===== config.mk =====
export PLATFORM = sky130hd
export DESIGN_NAME = causal_conv_mac
export DESIGN_NICKNAME = d
export VERILOG_FILES = /design/src/rtl/causal_conv_mac.sv
export SDC_FILE = /design/constraint.sdc
export NUM_CORES = 1
export LEC_CHECK = 0
export BUFFER_PORTS_ARGS = -buffer_cell sky130_fd_sc_hd__buf_2
export CAP_MARGIN = 0
export CORE_UTILIZATION = 40
export CTS_CLUSTER_DIAMETER = 60
export DETAILED_ROUTE_END_ITERATION = 8
export HOLD_SLACK_MARGIN = 0.05
export SETUP_SLACK_MARGIN = 0.5
export SLEW_MARGIN = 25
export SYNTH_ARGS = -nofsm -noshare
export SYNTH_HDL_FRONTEND = slang
export SYNTH_SLANG_ARGS = --single-unit

===== constraint.sdc =====
create_clock -name clk -period 7.1 [get_ports clk]
set_input_delay 0.71 -clock clk [delete_from_list [all_inputs] [get_ports clk]]
set_output_delay 0.71 -clock clk [all_outputs]
set_load 0.005 [all_outputs]

===== src/rtl/causal_conv_mac.sv =====
// Kernel-4 causal convolution MAC: one shared multiplier accumulates four tap*weight
// products onto a bias, then rescales, saturates and optionally clamps with ReLU.
module causal_conv_mac #(
  parameter int W     = 16,
  parameter int FRAC  = 12,
  parameter int RELU  = 0,
  parameter int ACC_W = 2*W+3
) (
  input  logic                clk,
  input  logic                rst,
  input  logic                in_valid,
  output logic                in_ready,
  input  logic signed [W-1:0] tap [0:3],
  output logic                out_valid,
  input  logic                out_ready,
  output logic signed [W-1:0] out,
  input  logic                wt_we,
  input  logic [2:0]          wt_addr,
  input  logic signed [W-1:0] wt_data,
  output logic                busy,
  output logic [1:0]          dbg_state
);

  // Handshakes: a transfer happens on a rising edge where valid && ready are both high;
  // valid never depends on ready, and a presented window/result is held until transferred.
  typedef enum logic [1:0] {
    S_IDLE   = 2'd0,
    S_MAC    = 2'd1,
    S_FINISH = 2'd2,
    S_OUT    = 2'd3
  } state_t;

  localparam logic signed [ACC_W-1:0] SAT_MAX = {{(ACC_W-W+1){1'b0}}, {(W-1){1'b1}}};
  localparam logic signed [ACC_W-1:0] SAT_MIN = {{(ACC_W-W+1){1'b1}}, {(W-1){1'b0}}};

  state_t                r_state;
  logic signed [ACC_W-1:0] r_acc;
  logic signed [W-1:0]   r_out;
  logic signed [W-1:0]   r_w     [0:3];
  logic signed [W-1:0]   r_bias;
  logic signed [W-1:0]   r_tapq  [0:3];
  logic [1:0]            r_k;

  logic signed [2*W-1:0]   w_prod;
  logic signed [ACC_W-1:0] w_prod_ext;
  logic signed [ACC_W-1:0] w_bias_ext;
  logic signed [ACC_W-1:0] w_shift;
  logic signed [W-1:0]     w_sat;
  logic signed [W-1:0]     w_res;

  assign w_prod     = r_tapq[r_k] * r_w[r_k];
  assign w_prod_ext = {{(ACC_W-2*W){w_prod[2*W-1]}}, w_prod};
  assign w_bias_ext = {{(ACC_W-W){r_bias[W-1]}}, r_bias} << FRAC;
  // Arithmetic shift: rounds toward -inf, so small negative values become -1.
  assign w_shift    = r_acc >>> FRAC;

  always_comb begin
    w_sat = w_shift[W-1:0];
    if (w_shift > SAT_MAX)      w_sat = {1'b0, {(W-1){1'b1}}};
    else if (w_shift < SAT_MIN) w_sat = {1'b1, {(W-1){1'b0}}};
    w_res = w_sat;
    if (RELU != 0 && w_sat[W-1]) w_res = '0;
  end

  assign in_ready  = (r_state == S_IDLE) && rst;
  assign out_valid = (r_state == S_OUT);
  assign busy      = (r_state != S_IDLE);
  assign out       = r_out;
  assign dbg_state = r_state;

  always_ff @(posedge clk or negedge rst) begin
    if (!rst) begin
      r_state <= S_IDLE;
      r_acc   <= '0;
      r_out   <= '0;
      r_bias  <= '0;
      r_k     <= '0;
      for (int i = 0; i < 4; i++) begin
        r_w[i]    <= '0;
        r_tapq[i] <= '0;
      end
    end else begin
      case (r_state)
        S_IDLE: begin
          // Weights are read only in MAC, so a same-edge weight write reaches this window;
          // the accumulator is seeded from the bias held before this edge.
          if (wt_we) begin
            if (!wt_addr[2])          r_w[wt_addr[1:0]] <= wt_data;
            else if (wt_addr == 3'd4) r_bias            <= wt_data;
          end
          if (in_valid) begin
            for (int i = 0; i < 4; i++) r_tapq[i] <= tap[i];
            r_acc   <= w_bias_ext;
            r_k     <= '0;
            r_state <= S_MAC;
          end
        end
        S_MAC: begin
          r_acc <= r_acc + w_prod_ext;
          r_k   <= r_k + 2'd1;
          if (r_k == 2'd3) r_state <= S_FINISH;
        end
        S_FINISH: begin
          r_out   <= w_res;
          r_state <= S_OUT;
        end
        S_OUT: begin
          if (out_ready) r_state <= S_IDLE;
        end
        default: r_state <= S_IDLE;
      endcase
    end
  end

endmodule


Yosys cells after proc, flatten, opt, wreduce, memory -nomap -nowiden
Index checks and enable logic that the tools add are counted.
- output and inout port bits: 21
- bits in registers: 199
- input port bits: 88
- bitwise gates (word level): 3
- $mul: 1
- equality and inequality tests: 8
- order comparisons: 5
- add/subtract/negate cells: 2
- multiplexer cells: 19
- reduce and logical (&&, ||, !) cells: 10
- operators with widths (operator ; number):
    $mux W16 ; 7
    $pmux W35 S2 ; 1
    $bmux W16 S2 ; 2
    $bwmux W64 ; 1
    $add A35 B32 Y35 ; 1
    $mux W35 ; 1
    $demux W16 S2 ; 1
    $mul A16 B16 Y32 ; 1
    $gt A23 B16 Y1 const B ; 1
    $lt A23 B16 Y1 const B ; 1
    $mux W2 ; 4
    $pmux W2 S4 ; 1
    $eq A2 B2 Y1 const B ; 3
    $ge A3 B3 Y1 const B ; 2
    $not A2 Y3 ; 2
    $reduce_and A3 Y1 ; 2
    $ne A2 B2 Y1 const B ; 2
    $pmux W2 S2 ; 1
    $reduce_and A2 Y1 ; 2
    $reduce_and A4 Y1 ; 1
    $reduce_bool A2 Y1 ; 2
    $eq A3 B3 Y1 const B ; 1
    $lt A3 B1 Y1 const B ; 1
    $add A2 B1 Y2 const B ; 1
    5 further kinds ; 6

Logic depth before layout (Yosys ltp)
- depth after elaboration: 7
- depth in mapped cells: 29
- gate-level depth less buffers: 25

Worst setup path before layout
OpenSTA, ideal clock, no wires.
- kind: reg-to-reg
- start point: register r_k[0]
- end point: register r_acc[32]
- data arrival time: 6850 ps
- stages on the path, launching flop included: 25
- buffers on the path: 4
- period minus slack after synthesis: 6942 ps
- slack: 158 ps
- cell sequence: dfrtp_1 -> buf_2 -> buf_2 -> buf_1 -> o21a_1 -> clkbuf_1 -> nand2_1 -> inv_1 -> fa_1 -> fa_1 -> fa_1 -> fa_1 -> fa_1 -> inv_1 -> fa_1 -> inv_1 -> ha_1 -> and3_1 -> and3_1 -> nand4_1 -> a211o_1 -> a31oi_2 -> o21a_1 -> nor3_1 -> o31ai_2
- word-level cells in the longest chain between the ends: 7
- elaborated cells on any way between the ends: 10
- classes of those cells: add/sub: 1; mul: 1; mux: 7; bitwise: 1
- ends and longest elaborated chain (item ; RTL line ; text):
    from (decl) ; 42 ; logic [1:0] r_k;
    from (signal assigned) ; 100 ; r_k <= r_k + 2'd1;
    $not A2 Y3 (implied by the code) * ; 51 ; assign w_prod = r_tapq[r_k] * r_w[r_k];
    $bmux W16 S2 ; 51 ;
    $mux W16 (implied by the code) (2 in series) ; 51 ;
    $mul A16 B16 Y32 * ; 51 ;
    $add A35 B32 Y35 * ; 99 ; r_acc <= r_acc + w_prod_ext;
    $pmux W35 S2 * ; 83 ; case (r_state)
    to (signal assigned) ; 93 ; r_acc <= w_bias_ext;
    to (signal assigned) ; 99 ;
    to (decl) ; 37 ; logic signed [ACC_W-1:0] r_acc;
Mark *: on every way between the ends. The rest lies on a longest branch, timed or not. The select of a mux whose other input is x is not followed.
A chain may end at the register's enable or synchronous reset.

Worst setup path in the final report
- start point: register r_k[1]
- end point: register r_acc[22]
The elaborated chain is that of the path after synthesis.

==> run_results.csv <==
group,metric,value,unit
die,start_util,0.407,
worst_setup_path,cp_common_cell,"fa_1",
worst_setup_path,crit_type,"flip-flop to flip-flop",
clock_tree,tritoncts,"built",
grt,grt_max_degree,127,
synth,ys_types,69,
worst_setup_path,crit_path_end_kind,"flip-flop",
sta,setup_viol,0,
clock_tree,cts_root_buffer,"clkbuf_16",
worst_setup_path,cp_data_arrival_time,7.14,ns
sta,slew_headroom,0.362,
clock_tree,htreeDepth,4,
worst_setup_path,r2r_cells,25,
grt,overflow,0,
clock_tree,clk_pin_slew,0.08,ns
worst_setup_path,start_kind,"flip-flop",
route,wl_per_cell,19.6,um
sta,period_share,0.958,
finish,area_delta_synth_final,21.6,%
route,vias,14400,
synth,yosys_warnings,0,
route,drt-pass1-iter-count,5,
die,die_x,225,um
die,io_pins,109,
synth,syn-num-nets,2410,
synth,syn-cell-area,0.0199,mm^2
grt,antenna_found_initial,1,
grt,grt_pass1_wl,85500,um
sta,finalSetupTns,0,ns
clock_tree,cts_sinks,199,
synth,synth-edff-count,0,
place,port_buffers,108,
place,place_hpwl,42300,um
sta,hold_viol,0,
synth,avgSynthCellArea,10.5,um^2
sta,rsz0062_at_grt,"yes",
synth,ys_seq_area_frac,0.250,
worst_setup_path,worstPathMaxFanout,8,
worst_setup_path,cp-startpoint,"r_k[1]",
finish,layout_common_cells,"inv_1, fa_1, dfrtp_1",
run,drv_cap,0,
synth,netlist_instances,1903,
sta,tightestPinTransition,0.956,ns
finish,final_common_cell,"inv_1",
die,core_area,0.0491,mm^2
worst_setup_path,r2r-end,"r_acc[22]",
worst_setup_path,required,7.44,ns
worst_setup_path,r2r-start,"r_k[1]",
route,detail_route.wirelength,55100,um
die,rows,81,
route,first_iter_violations,1101,
sta,min_period,6.80,ns
sta,max_clock_freq,147,MHz
clock_tree,clock_path_buffers,2,
sta,slew_violations,0,
finish,fin_nets,2647,
route,viasPerCell,5.12,
die,die_y,225,um
clock_tree,numCtsBuffers,17,
place,gp_congestion,0.946,
grt,grt_use_total,0.221,
die,die_area,0.0508,mm^2
min_path,min-delay-path-class,"input port to asynchronous set/reset pin",
route,drc_errors,0,
clock_tree,hold_buffers,0,
grt,grt_pass1_vias,15300,
finish,fill_cells,4488,
synth,ys_ff_latch,199,
finish,post_route_cells_drive_above_1_share,0.303,
worst_setup_path,reg2reg_slack,0.30,ns
worst_setup_path,critPathSlowestCell,"fa_1",
clock_tree,clk_latency,0.47,ns
sta,fin_worst_skew,0.0152,ns
route,ant_nets,0,
worst_setup_path,critPathMaxStageDelay,0.53,ns
synth,ys_async_sr_fraction,1.00,
synth,ys.flop_type,"dfrtp_1",
outcome,status,"completed",
## stage by stage
step | std cells | hold WS, ns | area [um^2] | setup slack [ns] | util
after floorplan | 1903 | 0.414 | 20000 | 0.503 | -
after global placement | 2684 | 0.482 | 21700 | 0.0464 | 0.443
after detailed placement | 2684 | 0.487 | 21700 | 0.0431 | 0.443
after CTS | 2768 | 0.437 | 23200 | 0.299 | 0.473
after global routing | 2818 | 0.206 | 24300 | 0.119 | 0.494
final | 2818 | 0.179 | 24300 | 0.298 | 0.494
## layer usage
layer,up-vias,GRT usage,part of all wire
li1,6463,-,-
met1,7445,0.308,0.44
met2,415,0.355,0.48
met3,97,0.0335,0.050
met4,0,0.0667,0.027
met5,-,0,0
## worst max-delay path by stage
| stage | to | slack, ns | depth (start not counted) |
|---|---|---|---|
| finish | r_acc[22] | 0.30 | 25 |
| CTS | r_acc[34] | 0.30 | 24 |
| floorplan | r_acc[34] | 0.50 | 26 |
| global route | r_acc[34] | 0.12 | 27 |
| detailed placement | r_acc[33] | 0.04 | 23 |
| global placement | r_acc[33] | 0.05 | 23 |
## logic make-up (layout without fill, tap and decap cells)
logic type	Yosys count	after routing	share of synthesized area
xor gates and xnor gates	33	33	0.0145
other	0	1	0
DFF	199	199	0.250
muxes	209	209	0.120
adders and majority gates	419	419	0.379
and+or+nand+nor	394	394	0.0845
buffers and inverters	446	695	0.0850
AOI/OAI and AO/OA	203	204	0.0664
## repair_timing
action	CTS	global route
setup buffers	51	44
cloned	1	4
pin swaps	32	75
gates resized for setup	96	131
endpoints found under the setup margin	21	22
## registers in the layout, summed over array words and instances (netlist names)
name / count
r_tapq: 64
dbg_state: 2
r_bias: 16
r_w: 64
out: 16
r_acc: 35
r_k: 2
## area by class of cell
| cell class | count | area [um^2] | share of cell area |
|---|---|---|---|
| repair buffers | 285 | 2250 | 0.0927 |
| well taps | 664 | 831 | 0.0343 |
| flip-flops and latches | 199 | 4980 | 0.206 |
| multi-input cells | 1259 | 14200 | 0.585 |
| clock inverters | 14 | 140 | 0.00578 |
| diodes | 1 | 2.50 | 0.000103 |
| inverters | 378 | 1420 | 0.0586 |
| clock buffers | 18 | 429 | 0.0177 |
## cell usage after synthesis, types with 9 or more instances
master	instances	area, um^2
inv_1	377	1420
fa_1	310	6210
dfrtp_1	199	4980
nand2_1	174	653
mux2_2	169	1900
nor2_1	140	526
ha_1	109	1360
clkbuf_1	46	173
a21oi_1	40	200
o21ai_0	34	170
mux2i_1	32	320
o21ai_1	29	145
o21a_1	21	158
xnor2_1	21	184
and2_1	18	113
o22ai_1	15	93.8
buf_2	14	70.1
xor2_1	12	105
and3_1	11	68.8
nand2b_1	11	68.8
nor2b_1	9	56.3
## worst max-delay path, delay by kind of cell (launching register included)
family,cells,cell delay [ns]
DFF,1,0.48
and+or+nand+nor,2,0.45
buffers and inverters,7,0.67
AOI/OAI and AO/OA,8,1.48
muxes,1,0.31
adders and majority gates,7,3.23
Power is not shown: default switching activity piles up to over one toggle a cycle in this logic, so the estimate is an artifact.
